==> src/rtl/jtag_command_issuer_pkg.sv <==
// rtl/jtag_command_issuer_pkg.sv - shared command codes and state encoding for the JTAG command issuer
package jtag_command_issuer_pkg;

  localparam int BW_JTAG_CMD = 4;

  localparam logic [BW_JTAG_CMD-1:0] JTAG_CMD_MEMORY_READ  = 4'h1;
  localparam logic [BW_JTAG_CMD-1:0] JTAG_CMD_MEMORY_WRITE = 4'h2;
  localparam logic [BW_JTAG_CMD-1:0] JTAG_CMD_SYSTEM_READ  = 4'h3;
  localparam logic [BW_JTAG_CMD-1:0] JTAG_CMD_SYSTEM_WRITE = 4'h4;

  typedef enum logic [2:0] {
    ST_IDLE,
    ST_SEND_CMD,
    ST_SEND_ADDR,
    ST_SEND_WDATA,
    ST_WAIT_STATUS,
    ST_WAIT_RDATA,
    ST_RESPOND
  } issuer_state_t;

  // Picks the command code for a bus/direction pair.
  function automatic logic [BW_JTAG_CMD-1:0] cmd_code(input logic write, input logic system);
    logic [BW_JTAG_CMD-1:0] code;
    case ({system, write})
      2'b00:   code = JTAG_CMD_MEMORY_READ;
      2'b01:   code = JTAG_CMD_MEMORY_WRITE;
      2'b10:   code = JTAG_CMD_SYSTEM_READ;
      default: code = JTAG_CMD_SYSTEM_WRITE;
    endcase
    return code;
  endfunction

endpackage

==> src/rtl/jtag_command_issuer_if.sv <==
// rtl/jtag_command_issuer_if.sv - request, command stream, status stream and response bundle
interface jtag_command_issuer_if #(
  parameter int BW_ADDR = 32,
  parameter int BW_DATA = 32
);

  logic               req_valid;
  logic               req_ready;
  logic               req_write;
  logic               req_system;
  logic [BW_ADDR-1:0] req_addr;
  logic [BW_DATA-1:0] req_wdata;

  logic               cmd_valid;
  logic               cmd_ready;
  logic [BW_DATA-1:0] cmd_data;

  logic               sts_valid;
  logic               sts_ready;
  logic [BW_DATA-1:0] sts_data;

  logic               rsp_valid;
  logic               rsp_ready;
  logic               rsp_error;
  logic               rsp_timeout;
  logic [BW_DATA-1:0] rsp_rdata;

  // Host bridge plus executor side.
  modport master (
    output req_valid, req_write, req_system, req_addr, req_wdata,
    input  req_ready,
    input  cmd_valid, cmd_data,
    output cmd_ready,
    output sts_valid, sts_data,
    input  sts_ready,
    input  rsp_valid, rsp_error, rsp_timeout, rsp_rdata,
    output rsp_ready
  );

  // Issuer side.
  modport slave (
    input  req_valid, req_write, req_system, req_addr, req_wdata,
    output req_ready,
    output cmd_valid, cmd_data,
    input  cmd_ready,
    input  sts_valid, sts_data,
    output sts_ready,
    output rsp_valid, rsp_error, rsp_timeout, rsp_rdata,
    input  rsp_ready
  );

endinterface

==> src/rtl/jtag_command_issuer.sv <==
// rtl/jtag_command_issuer.sv - serialises one access into the JTAG command word stream and collects its response
module jtag_command_issuer
  import jtag_command_issuer_pkg::*;
#(
  parameter int BW_ADDR        = 32,
  parameter int BW_DATA        = 32,
  parameter int BW_TIMEOUT     = 16,
  parameter int TIMEOUT_CYCLES = 65535
) (
  input logic                  clk,
  input logic                  rstnn,
  jtag_command_issuer_if.slave bus
);

  localparam logic [BW_TIMEOUT-1:0] TMO_LIMIT = BW_TIMEOUT'(TIMEOUT_CYCLES);
  localparam bit                    TMO_EN    = (TIMEOUT_CYCLES != 0);

  issuer_state_t       state_q, state_n;
  logic                write_q, write_n;
  logic [BW_ADDR-1:0]  addr_q, addr_n;
  logic [BW_DATA-1:0]  wdata_q, wdata_n;
  logic [BW_DATA-1:0]  cmd_data_q, cmd_data_n;
  logic                rsp_error_q, rsp_error_n;
  logic                rsp_timeout_q, rsp_timeout_n;
  logic [BW_DATA-1:0]  rsp_rdata_q, rsp_rdata_n;
  logic [BW_TIMEOUT-1:0] tcnt_q, tcnt_n;
  logic [1:0]          discard_q, discard_n;
  logic                req_ready_q, cmd_valid_q, sts_ready_q, rsp_valid_q;
  logic                req_ready_n, cmd_valid_n, sts_ready_n, rsp_valid_n;

  logic                req_fire, cmd_fire, sts_fire;
  logic [BW_TIMEOUT:0] tcnt_inc;
  logic                tmo_hit;

  assign req_fire = bus.req_valid & req_ready_q;
  assign cmd_fire = cmd_valid_q & bus.cmd_ready;
  assign sts_fire = bus.sts_valid & sts_ready_q;

  // The wait counter never wraps: it stops at the limit, or at all-ones when disabled.
  assign tcnt_inc = {1'b0, tcnt_q} + {{BW_TIMEOUT{1'b0}}, 1'b1};
  assign tmo_hit  = TMO_EN && (tcnt_inc >= {1'b0, TMO_LIMIT});

  // Next-state, datapath and counter decisions for the transfer sequence.
  always_comb begin
    state_n       = state_q;
    write_n       = write_q;
    addr_n        = addr_q;
    wdata_n       = wdata_q;
    cmd_data_n    = cmd_data_q;
    rsp_error_n   = rsp_error_q;
    rsp_timeout_n = rsp_timeout_q;
    rsp_rdata_n   = rsp_rdata_q;
    tcnt_n        = tcnt_q;
    discard_n     = discard_q;

    // Late words from a timed-out transfer are swallowed before any new status is believed.
    if (sts_fire && (discard_q != 2'd0) && (state_q != ST_WAIT_RDATA))
      discard_n = discard_q - 2'd1;

    unique case (state_q)
      ST_IDLE: begin
        if (req_fire) begin
          write_n    = bus.req_write;
          addr_n     = bus.req_addr;
          wdata_n    = bus.req_wdata;
          cmd_data_n = BW_DATA'(cmd_code(bus.req_write, bus.req_system));
          state_n    = ST_SEND_CMD;
        end
      end
      ST_SEND_CMD: begin
        if (cmd_fire) begin
          cmd_data_n = BW_DATA'(addr_q);
          state_n    = ST_SEND_ADDR;
        end
      end
      ST_SEND_ADDR: begin
        if (cmd_fire) begin
          tcnt_n = '0;
          if (write_q) begin
            cmd_data_n = wdata_q;
            state_n    = ST_SEND_WDATA;
          end else begin
            state_n = ST_WAIT_STATUS;
          end
        end
      end
      ST_SEND_WDATA: begin
        if (cmd_fire) begin
          tcnt_n  = '0;
          state_n = ST_WAIT_STATUS;
        end
      end
      ST_WAIT_STATUS: begin
        if (sts_fire) begin
          if (discard_q == 2'd0) begin
            rsp_error_n   = bus.sts_data[0];
            rsp_timeout_n = 1'b0;
            rsp_rdata_n   = '0;
            state_n       = write_q ? ST_RESPOND : ST_WAIT_RDATA;
          end
        end else if (tmo_hit) begin
          tcnt_n        = TMO_LIMIT;
          rsp_error_n   = 1'b1;
          rsp_timeout_n = 1'b1;
          rsp_rdata_n   = '0;
          discard_n     = write_q ? 2'd1 : 2'd2;
          state_n       = ST_RESPOND;
        end else if (!(&tcnt_q)) begin
          tcnt_n = tcnt_inc[BW_TIMEOUT-1:0];
        end
      end
      ST_WAIT_RDATA: begin
        if (sts_fire) begin
          rsp_rdata_n = bus.sts_data;
          state_n     = ST_RESPOND;
        end
      end
      ST_RESPOND: begin
        if (bus.rsp_ready) state_n = ST_IDLE;
      end
      default: state_n = ST_IDLE;
    endcase
  end

  assign req_ready_n = (state_n == ST_IDLE);
  assign cmd_valid_n = (state_n == ST_SEND_CMD) || (state_n == ST_SEND_ADDR) ||
                       (state_n == ST_SEND_WDATA);
  assign sts_ready_n = (state_n == ST_WAIT_STATUS) || (state_n == ST_WAIT_RDATA) ||
                       (discard_n != 2'd0);
  assign rsp_valid_n = (state_n == ST_RESPOND);

  // State and every handshake/data output are registered; reset silently drops any transfer.
  always_ff @(posedge clk) begin
    if (!rstnn) begin
      state_q       <= ST_IDLE;
      write_q       <= 1'b0;
      addr_q        <= '0;
      wdata_q       <= '0;
      cmd_data_q    <= '0;
      rsp_error_q   <= 1'b0;
      rsp_timeout_q <= 1'b0;
      rsp_rdata_q   <= '0;
      tcnt_q        <= '0;
      discard_q     <= 2'd0;
      req_ready_q   <= 1'b0;
      cmd_valid_q   <= 1'b0;
      sts_ready_q   <= 1'b0;
      rsp_valid_q   <= 1'b0;
    end else begin
      state_q       <= state_n;
      write_q       <= write_n;
      addr_q        <= addr_n;
      wdata_q       <= wdata_n;
      cmd_data_q    <= cmd_data_n;
      rsp_error_q   <= rsp_error_n;
      rsp_timeout_q <= rsp_timeout_n;
      rsp_rdata_q   <= rsp_rdata_n;
      tcnt_q        <= tcnt_n;
      discard_q     <= discard_n;
      req_ready_q   <= req_ready_n;
      cmd_valid_q   <= cmd_valid_n;
      sts_ready_q   <= sts_ready_n;
      rsp_valid_q   <= rsp_valid_n;
    end
  end

  assign bus.req_ready   = req_ready_q;
  assign bus.cmd_valid   = cmd_valid_q;
  assign bus.cmd_data    = cmd_data_q;
  assign bus.sts_ready   = sts_ready_q;
  assign bus.rsp_valid   = rsp_valid_q;
  assign bus.rsp_error   = rsp_error_q;
  assign bus.rsp_timeout = rsp_timeout_q;
  assign bus.rsp_rdata   = rsp_rdata_q;

endmodule

==> src/flat_wrapper.sv <==
// flat-port wrapper written by rule: the top's interface ports become plain ports
module jtag_command_issuer_flat import jtag_command_issuer_pkg::*;
#(
  parameter int BW_ADDR        = 32,
  parameter int BW_DATA        = 32,
  parameter int BW_TIMEOUT     = 16,
  parameter int TIMEOUT_CYCLES = 65535
)
  (clk, rstnn, bus_req_valid, bus_req_write, bus_req_system, bus_req_addr, bus_req_wdata, bus_req_ready, bus_cmd_valid, bus_cmd_data, bus_cmd_ready, bus_sts_valid, bus_sts_data, bus_sts_ready, bus_rsp_valid, bus_rsp_error, bus_rsp_timeout, bus_rsp_rdata, bus_rsp_ready);
  jtag_command_issuer_if #(.BW_ADDR(BW_ADDR), .BW_DATA(BW_DATA)) bus_i ();
  input logic clk;
  input logic rstnn;
  input wire logic [$bits(bus_i.req_valid)-1:0] bus_req_valid;
  input wire logic [$bits(bus_i.req_write)-1:0] bus_req_write;
  input wire logic [$bits(bus_i.req_system)-1:0] bus_req_system;
  input wire logic [$bits(bus_i.req_addr)-1:0] bus_req_addr;
  input wire logic [$bits(bus_i.req_wdata)-1:0] bus_req_wdata;
  output wire logic [$bits(bus_i.req_ready)-1:0] bus_req_ready;
  output wire logic [$bits(bus_i.cmd_valid)-1:0] bus_cmd_valid;
  output wire logic [$bits(bus_i.cmd_data)-1:0] bus_cmd_data;
  input wire logic [$bits(bus_i.cmd_ready)-1:0] bus_cmd_ready;
  input wire logic [$bits(bus_i.sts_valid)-1:0] bus_sts_valid;
  input wire logic [$bits(bus_i.sts_data)-1:0] bus_sts_data;
  output wire logic [$bits(bus_i.sts_ready)-1:0] bus_sts_ready;
  output wire logic [$bits(bus_i.rsp_valid)-1:0] bus_rsp_valid;
  output wire logic [$bits(bus_i.rsp_error)-1:0] bus_rsp_error;
  output wire logic [$bits(bus_i.rsp_timeout)-1:0] bus_rsp_timeout;
  output wire logic [$bits(bus_i.rsp_rdata)-1:0] bus_rsp_rdata;
  input wire logic [$bits(bus_i.rsp_ready)-1:0] bus_rsp_ready;
  assign bus_i.req_valid = bus_req_valid;
  assign bus_i.req_write = bus_req_write;
  assign bus_i.req_system = bus_req_system;
  assign bus_i.req_addr = bus_req_addr;
  assign bus_i.req_wdata = bus_req_wdata;
  assign bus_req_ready = bus_i.req_ready;
  assign bus_cmd_valid = bus_i.cmd_valid;
  assign bus_cmd_data = bus_i.cmd_data;
  assign bus_i.cmd_ready = bus_cmd_ready;
  assign bus_i.sts_valid = bus_sts_valid;
  assign bus_i.sts_data = bus_sts_data;
  assign bus_sts_ready = bus_i.sts_ready;
  assign bus_rsp_valid = bus_i.rsp_valid;
  assign bus_rsp_error = bus_i.rsp_error;
  assign bus_rsp_timeout = bus_i.rsp_timeout;
  assign bus_rsp_rdata = bus_i.rsp_rdata;
  assign bus_i.rsp_ready = bus_rsp_ready;
  jtag_command_issuer #(.BW_ADDR(BW_ADDR), .BW_DATA(BW_DATA), .BW_TIMEOUT(BW_TIMEOUT), .TIMEOUT_CYCLES(TIMEOUT_CYCLES)) u_core (.clk(clk), .rstnn(rstnn), .bus(bus_i));
endmodule
==> config.mk <==
export PLATFORM = sky130hd
export DESIGN_NAME = jtag_command_issuer_flat
export DESIGN_NICKNAME = d
export VERILOG_FILES = /design/src/rtl/jtag_command_issuer_pkg.sv /design/src/rtl/jtag_command_issuer_if.sv /design/src/rtl/jtag_command_issuer.sv /design/src/flat_wrapper.sv
export SDC_FILE = /design/constraint.sdc
export NUM_CORES = 1
export LEC_CHECK = 0
export CORE_AREA = 2 2 132 134
export CTS_CLUSTER_SIZE = 12
export DETAILED_ROUTE_END_ITERATION = 7
export DIE_AREA = 0 0 134 136
export GPL_TIMING_DRIVEN = 1
export PLACE_DENSITY = 0.67
export SLEW_MARGIN = 20
export SYNTH_ARGS = -nofsm -noshare
export SYNTH_HDL_FRONTEND = slang
export SYNTH_SLANG_ARGS = --single-unit
==> constraint.sdc <==
create_clock -name clk -period 4.12 [get_ports clk]
set_input_delay 0.618 -clock clk [delete_from_list [all_inputs] [get_ports clk]]
set_output_delay 0.618 -clock clk [all_outputs]
set_load 0.01 [all_outputs]
# Word level (Yosys, flattened, before mapping)

Cells that the tools add are included.
Widths: inputs -> output; s select.

Input bits: 104
Register bits: 156
Output and inout port bits: 70
Logic and storage cells: 107

$add $sub $neg: 2
Muxes and demuxes: 38
Reductions and logical operators: 23
Order comparisons: 1
Equal/unequal tests: 26
Bitwise logic cells: 3

Operator list:

| kind                  | count |
|---|---|
| $mux 32               | 8 |
| $pmux 32 s3           | 1 |
| $mux 16               | 4 |
| $pmux 32 s2           | 1 |
| $pmux 16 s2           | 1 |
| $mux 3                | 10 |
| $pmux 3 s7            | 1 |
| $eq 3x3->1 const B    | 6 |
| $add 16x1->17 const B | 1 |
| $ge 17x16->1 const B  | 1 |
| $reduce_and 16->1     | 1 |
| $eq 3x2->1 const B    | 4 |
| $mux 2                | 6 |
| $ne 2x1->1 const B    | 6 |
| $reduce_bool 2->1     | 5 |
| $pmux 3 s3            | 1 |
| $reduce_and 4->1      | 2 |
| $eq 3x1->1 const B    | 2 |
| $logic_not 3->1       | 2 |
| $ne 3x3->1 const B    | 2 |
| $mux 1                | 5 |
| $reduce_and 5->1      | 1 |
| $logic_not 2->1       | 2 |
| $logic_or 1x1->1      | 4 |
| other kinds (12)      | 16 |

# Longest topological paths before layout

Gate-level depths: netlist (run 1).

Depth after elaboration: 9
Depth in mapped cells: 10

# Least setup slack after synthesis (run 1)

OpenSTA, ideal clock, no wires.

Kind: register to register
Start: reg u_core.tcnt_q[0]
End: reg u_core.rsp_rdata_q[10] (netlist: u_core.bus.rsp_rdata[10])
Stages on the path, launching flop included: 10
Buffers on the path: 1
Slack: 1733 ps
Setup time: 121 ps
Arrival: 2266 ps
Cells stage by stage: dfxtp_1 -> ha_1 -> and3_1 -> nand3_1 -> or3b_4 -> a2111oi_4 -> nand4_1 -> a21oi_2 -> buf_6 -> o21ai_0

Word-level cells in the longest chain between the ends: 4

Ends and longest elaborated chain:

| item                       | line                       | source |
|---|---|---|
| from (decl)                | jtag_command_issuer.sv:26  | `logic [BW_TIMEOUT-1:0] tcnt_q, tcnt_n;` |
| from (signal assigned)     | jtag_command_issuer.sv:158 | `tcnt_q <= tcnt_n;` |
| $add 16x1->17              | jtag_command_issuer.sv:40  | `assign tcnt_inc = {1'b0, tcnt_q} + {{BW_TIMEOUT{1'b0}}, 1'b1};` |
| $ge 17x16->1               | jtag_command_issuer.sv:41  | `assign tmo_hit = TMO_EN && (tcnt_inc >= {1'b0, TMO_LIMIT});` |
| $ne 3x1->1 (no line)       | -                          |  |
| $reduce_and 4->1 (no line) | -                          |  |
| to (signal assigned)       | jtag_command_issuer.sv:157 | `rsp_rdata_q <= rsp_rdata_n;` |
| to (decl)                  | jtag_command_issuer.sv:25  | `logic [BW_DATA-1:0] rsp_rdata_q, rsp_rdata_n;` |

No other way between the ends.
A chain may end at the register's enable or synchronous reset.

# Worst setup path after layout (run 1)

Start: reg u_core.tcnt_q[0]
End: reg u_core.discard_q[1]

Word-level cells in the longest chain between the ends: 5

Ends and longest elaborated chain:

| item                 | line                       | source |
|---|---|---|
| $add 16x1->17        | jtag_command_issuer.sv:40  |  |
| $ge 17x16->1         | jtag_command_issuer.sv:41  |  |
| $mux 2               | jtag_command_issuer.sv:101 | `end else if (tmo_hit) begin` |
| $mux 2               | jtag_command_issuer.sv:94  | `if (sts_fire) begin` |
| $mux 2               | jtag_command_issuer.sv:60  | `unique case (state_q)` |
| to (signal assigned) | jtag_command_issuer.sv:159 | `discard_q <= discard_n;` |
| to (decl)            | jtag_command_issuer.sv:27  | `logic [1:0] discard_q, discard_n;` |

No other way between the ends.

==> impl_metrics.tcl, run 1 <==
set metrics [dict create \
    status "finished clean" \
    boundaryPins 174 \
    rsz0062_at_grt "false" \
    fillers 1601 \
    num_vias 6272 \
    drt-total-wl_mm 18.0 \
    grt_max_degree 67 \
    cp_cell_sequence "ha_1, and3_1, nand3_1, o41ai_1, a21oi_1, a41o_1, a221oi_1, a311oi_1" \
    ys.flop_type "dfxtp_1" \
    hold_violations 0 \
    synth_top_area_share_pct 47.2 \
    die_y_um 136 \
    crit_type "register to register" \
    core_mm2 0.0169 \
    grt_pass1_vias 5715 \
    cp_num_buf_inv 0 \
    cts.repair.resized 0 \
    clock_path_buffers 2 \
    syn_inst 852 \
    cts-root-buf "clkbuf_16" \
    final_cell_mix "215 x nand2_1, 173 x clkdlybuf4s50_1, 156 x dfxtp_1" \
    dp.final_hpwl_mm 11.9 \
    critical_path.top_delay_family "compound AO/OA/AOI/OAI gates" \
    min_path_type "register to register" \
    maxSlewHeadroom_pct 47.9 \
    portBuffers 173 \
    start_util_pct 39.2 \
    cts_htree_levels 4 \
    ys_types 54 \
    timing.final.ws_setup_ns 0.887 \
    powerDensity_mw_per_mm2 399 \
    dpl-instance-area_mm2 0.00847 \
    cts_tree "built" \
    skew_ns 0.00634 \
    synth_edf_count 0 \
    async_reset_ff_share_pct 0 \
    layout-drive-gt1-share_pct 5.79 \
    crit_cells 8 \
    ctsHoldBuffers 0 \
    setup_viol 0 \
    power_w 0.00362 \
    final_common_cell "nand2_1" \
    ys_warn_count 0 \
    max_freq_mhz 309 \
    r2r.worst_path.cells 8 \
    post_synth.cell_area_avg_um2 7.76 \
    route.antenna.remaining_nets 0 \
    die_area_mm2 0.0182 \
    ys_ff_latch 156 \
    crit_fanout 17 \
    max_stage_delay_ns 0.66 \
    layout.cells.non_filler 1226 \
    fin_crit_ns 3.23 \
    worst_slew_pin_slew_ns 0.772 \
    synthTopCellsByArea "dfxtp_1 47%, nand2_1 12%, a21oi_1 7.3%, o21ai_0 4.4%, nor2_1 4.1%" \
    antenna_found_initial 0 \
    final_area_mm2 0.00907 \
    final.setup.tns_ns 0 \
    end_kind "register" \
    arrival_ns 3.51 \
    nets 1098 \
    dr.pass1.iters 7 \
    cts_setup_buffers 0 \
    slew_viol_final 0 \
    netlist_area_mm2 0.00661 \
    track_usage_pct 19.7 \
    clk_pin_slew_worst_paths_ns 0.06 \
    crit_required_ns 4.40 \
    cts_buffers 17 \
    p_leak_nw 3.05 \
    drt_iter0_drc 362 \
    drv_cap 0 \
    syn_to_final_growth_pct 37.2 \
    cts.sinks 156 \
    synth_nets 962 \
    die_w_um 134 \
    place_ws_ns 0.914 \
    routedWlPerCell_um 14.7 \
    gp_congestion 0.910 \
    synth_top_area_cell "dfxtp_1" \
    slowest_stage "o41ai_1" \
    clock_latency_ns 0.42 \
    n_antenna_cell 0 \
    vdd_drop_max_mv 0.360 \
    period_share_pct 78.5 \
    fp-row-count 48 \
    hold-path-cell-count 2 \
    viasPerCell 5.12 \
    grt_overflow 0 \
    grt_first_pass_wirelength_mm 28.9 \
    crit_path_start_kind "register" \
    dp_cells 1194 \
    synth-seq-area-share_pct 47.2 \
    drc 0 \
]
[synthesized netlist by cell type, types with 2 or more instances]
cell,count
a211oi_1,34
a21o_1,2
a21oi_1,97
a221oi_1,3
a22oi_1,32
a311oi_1,4
a31o_2,2
a31oi_1,7
and2_1,5
and3_1,5
and4_1,2
and4b_1,2
buf_1,3
buf_2,6
buf_6,3
clkbuf_1,55
dfxtp_1,156
ha_1,6
inv_1,9
nand2_1,215
nand2b_1,5
nand3_1,9
nand4_1,7
nor2_1,73
nor2b_1,7
nor3_1,7
nor4_1,6
o211ai_1,2
o21ai_0,58
o21ai_1,4
xnor2_1,3
[worst register-to-register path, cell delays in order (launching register included)]
cell and delay, ns:
dfxtp_1 0.54, ha_1 0.51, and3_1 0.26, nand3_1 0.11, o41ai_1 0.66, a21oi_1 0.14, a41o_1 0.47, a221oi_1 0.33
a311oi_1 0.08
[path summary, 6_finish.rpt]
| path | from | end | slack [ns] |
|---|---|---|---|
| worst max register to register | u_core.tcnt_q[0]$_SDFFE_PN0P_ | u_core.discard_q[1]$_SDFF_PN0_ | 0.89 |
| worst max-delay path | u_core.tcnt_q[0]$_SDFFE_PN0P_ | u_core.discard_q[1]$_SDFF_PN0_ | 0.89 |
| worst min register to register | u_core.bus.rsp_rdata[16]$_SDFFE_PN0P_ | u_core.bus.rsp_rdata[16]$_SDFFE_PN0P_ | 0.45 |
| worst min-delay path | u_core.bus.rsp_rdata[16]$_SDFFE_PN0P_ | u_core.bus.rsp_rdata[16]$_SDFFE_PN0P_ | 0.45 |
[area by class of cell]
type,count,area (um^2),area share (%)
Tap cell,225,282,3.10
Inverter,9,35.0,0.386
Sequential cell,156,3120,34.4
Clock inverter,15,178,1.96
Multi-Input combinational cell,619,3190,35.2
Clock buffer,17,425,4.69
Timing Repair Buffer,185,1830,20.2
[where the power goes]
part	internal [W]	total [W]	switching, W
Combinational	0.000204	0.000398	0.000194
Clock	0.000917	0.00160	0.000685
Sequential	0.00158	0.00162	0.0000434
Total	0.00270	0.00362	0.000922
[cells by family after synthesis]
kind of cell,count (synthesis),synth area share [%]
compound gates,258,23.8
flops,156,47.2
fa+ha+maj,6,1.14
xor+xnor,4,0.530
simple gates,351,22.4
buf+inv,77,4.88
[registers in the layout, indices dropped and copies added (netlist names)]
| name | flops |
|---|---|
| u_core.write_q | 1 |
| u_core.discard_q | 2 |
| u_core.bus.rsp_error | 1 |
| u_core.bus.sts_ready | 1 |
| u_core.bus.rsp_rdata | 32 |
| u_core.bus.rsp_timeout | 1 |
| u_core.addr_q | 32 |
| u_core.bus.rsp_valid | 1 |
| u_core.bus.req_ready | 1 |
| u_core.bus.cmd_data | 32 |
| u_core.state_q | 3 |
| u_core.tcnt_q | 16 |
| u_core.wdata_q | 32 |
| u_core.bus.cmd_valid | 1 |
[metal layers]
metal / track usage [%] / vias to the layer above / wire length (um)
met5: 0 / - / 0
met3: 3.91 / 18 / 1120
met1: 27.7 / 2824 / 8690
li1: - / 3222 / -
met2: 30.1 / 208 / 7970
met4: 6.86 / 0 / 257
[per-stage QoR]
step	hold slack, ns	utilization [%]
after CTS	0.455	53.8
after global placement	0.436	50.2
final	0.452	53.8
after global routing	0.470	53.8
after floorplan	0.436	-
after detailed placement	0.446	50.2
No activity file was read; power rests on OpenSTA's default activity.
==> run 2, diff against run 1 <==
- clock period: 4.12 -> 3.3 ns (I/O delays scaled with it)
==> impl_metrics.tcl, run 2 (synthesis gave the netlist of run 1 again) <==
set metrics [dict create \
    status "finished clean" \
    period_share_pct 87.7 \
    grt_first_pass_wirelength_mm 28.1 \
    clk_pin_slew_worst_paths_ns 0.06 \
    hp-start "u_core.wdata_q[9]$_SDFFE_PN0P_" \
    layout.cells.non_filler 1231 \
    multiInputGateArea_mm2 0.00319 \
    cts_buffers 17 \
    grt_max_degree 120 \
    start_util_pct 39.2 \
    crit_type "register to register" \
    arrival_ns 3.20 \
    num_vias 6275 \
    die_y_um 136 \
    die_area_mm2 0.0182 \
    r2r-start "u_core.tcnt_q[0]$_SDFFE_PN0P_" \
    dp.final_hpwl_mm 11.9 \
    cts.sinks 156 \
    crit_fanout 32 \
    route.antenna.remaining_nets 0 \
    fin_crit_ns 2.89 \
    cts-root-buf "clkbuf_16" \
    cts_setup_buffers 0 \
    skew_ns 0.00873 \
    hold-path-cell-count 2 \
    nets 1103 \
    drt-total-wl_mm 17.7 \
    min_path_type "register to register" \
    worst_slew_pin_slew_ns 0.986 \
    cp-startpoint "u_core.tcnt_q[0]$_SDFFE_PN0P_" \
    hold-worst-slack_ns 0.453 \
    clock_path_buffers 2 \
    cts_htree_levels 4 \
    dp_cells 1199 \
    ctsHoldBuffers 0 \
    r2r.worst_path.cells 9 \
    die_w_um 134 \
    wl_met2_mm 7.89 \
    boundaryPins 174 \
    drc 0 \
    routed.top_layer "met4" \
    viasPerCell 5.10 \
    crit_path_start_kind "register" \
    rrSetupSlack_ns 0.41 \
    cts_tree "built" \
    p_leak_nw 3.07 \
    gp_congestion 0.893 \
    cp_cell_sequence "ha_1, and3_1, nand3_1, or3b_4, a2111oi_4, nand4_1, a21oi_2, buf_12, o21ai_0" \
    hold-path-endpoint "u_core.wdata_q[9]$_SDFFE_PN0P_" \
    end_kind "register" \
    reg2reg_to "u_core.bus.rsp_rdata[1]$_SDFFE_PN0P_" \
    seqCellArea_mm2 0.00312 \
    max_freq_mhz 345 \
    portBuffers 173 \
    crit_required_ns 3.61 \
    syn_to_final_growth_pct 37.7 \
    wl_met1_mm 8.23 \
    clock_latency_ns 0.42 \
    slowest_stage "dfxtp_1" \
    vdd_drop_max_mv 0.369 \
    max_stage_delay_ns 0.55 \
    final.setup.tns_ns 0 \
    grt_overflow 0 \
    antenna_found_initial 0 \
    timing.final.ws_setup_ns 0.405 \
    cts.repair.resized 0 \
    final_common_cell "nand2_1" \
    layout-drive-gt1-share_pct 6.26 \
    place_ws_ns 0.430 \
    slew_viol_final 0 \
    powerDensity_mw_per_mm2 489 \
    fp-row-count 48 \
    track_usage_pct 19.1 \
    core_mm2 0.0169 \
    final_cell_mix "215 x nand2_1, 173 x clkdlybuf4s50_1, 156 x dfxtp_1" \
    drt_iter0_drc 392 \
    setup_viol 0 \
    routedWlPerCell_um 14.4 \
    rsz0062_at_grt "false" \
    hold_violations 0 \
    maxSlewHeadroom_pct 34.0 \
    grt_pass1_vias 5571 \
    fillers 1614 \
    dr_wl_met3_mm 1.33 \
    n_antenna_cell 0 \
    drv_cap 0 \
    dr.pass1.iters 5 \
    utilization_pct 54.0 \
]
==> run 2: worst max-delay path by stage <==
stage,cells past startpoint,end
final,9,u_core.bus.rsp_rdata[1]$_SDFFE_PN0P_
after global routing,9,u_core.bus.rsp_rdata[1]$_SDFFE_PN0P_
after CTS,9,u_core.bus.rsp_rdata[9]$_SDFFE_PN0P_
after detailed placement,9,u_core.bus.rsp_rdata[9]$_SDFFE_PN0P_
after global placement,9,u_core.bus.rsp_rdata[25]$_SDFFE_PN0P_
after floorplan,9,u_core.bus.rsp_rdata[10]$_SDFFE_PN0P_
==> run 2: cell type report <==
class	count	share of cell area, %
Multi-Input combinational cell	619	35.1
Sequential cell	156	34.3
Timing Repair Buffer	190	20.7
Clock buffer	18	4.82
Tap cell	225	3.09
Clock inverter	14	1.66
Inverter	9	0.385
==> run 2: report_power, final <==
group / total (W) / internal [W] / leakage, nW / switching [W]
Combinational: 0.000495 / 0.000256 / 1.52 / 0.000239
Clock: 0.00193 / 0.00109 / 0.289 / 0.000843
Sequential: 0.00202 / 0.00197 / 1.27 / 0.0000531
==> run 2: worst max-delay path: cells and delay by family, from the launching register on <==
family / cells / cell delay [ns]
adder cells (fa/ha/maj): 1 / 0.34
flip-flops: 1 / 0.55
AND/OR/NAND/NOR: 4 / 0.96
buffers and inverters: 1 / 0.19
AO/OA/AOI/OAI: 3 / 0.74
==> run 2: per-stage QoR <==
stage | area (um^2) | total power (W)
2_1_floorplan | 6610 | 0.00229
3_3_place_gp | 8520 | 0.00256
3_5_place_dp | 8520 | 0.00256
4_1_cts | 9110 | 0.00450
5_1_grt | 9110 | 0.00464
6_report | 9110 | 0.00445
==> run 2: routing by layer <==
| metal | GRT usage [%] | vias to the layer above |
|---|---|---|
| li1 | - | 3240 |
| met1 | 25.7 | 2812 |
| met2 | 30.3 | 202 |
| met3 | 4.29 | 21 |
| met4 | 6.80 | 0 |
| met5 | 0 | - |
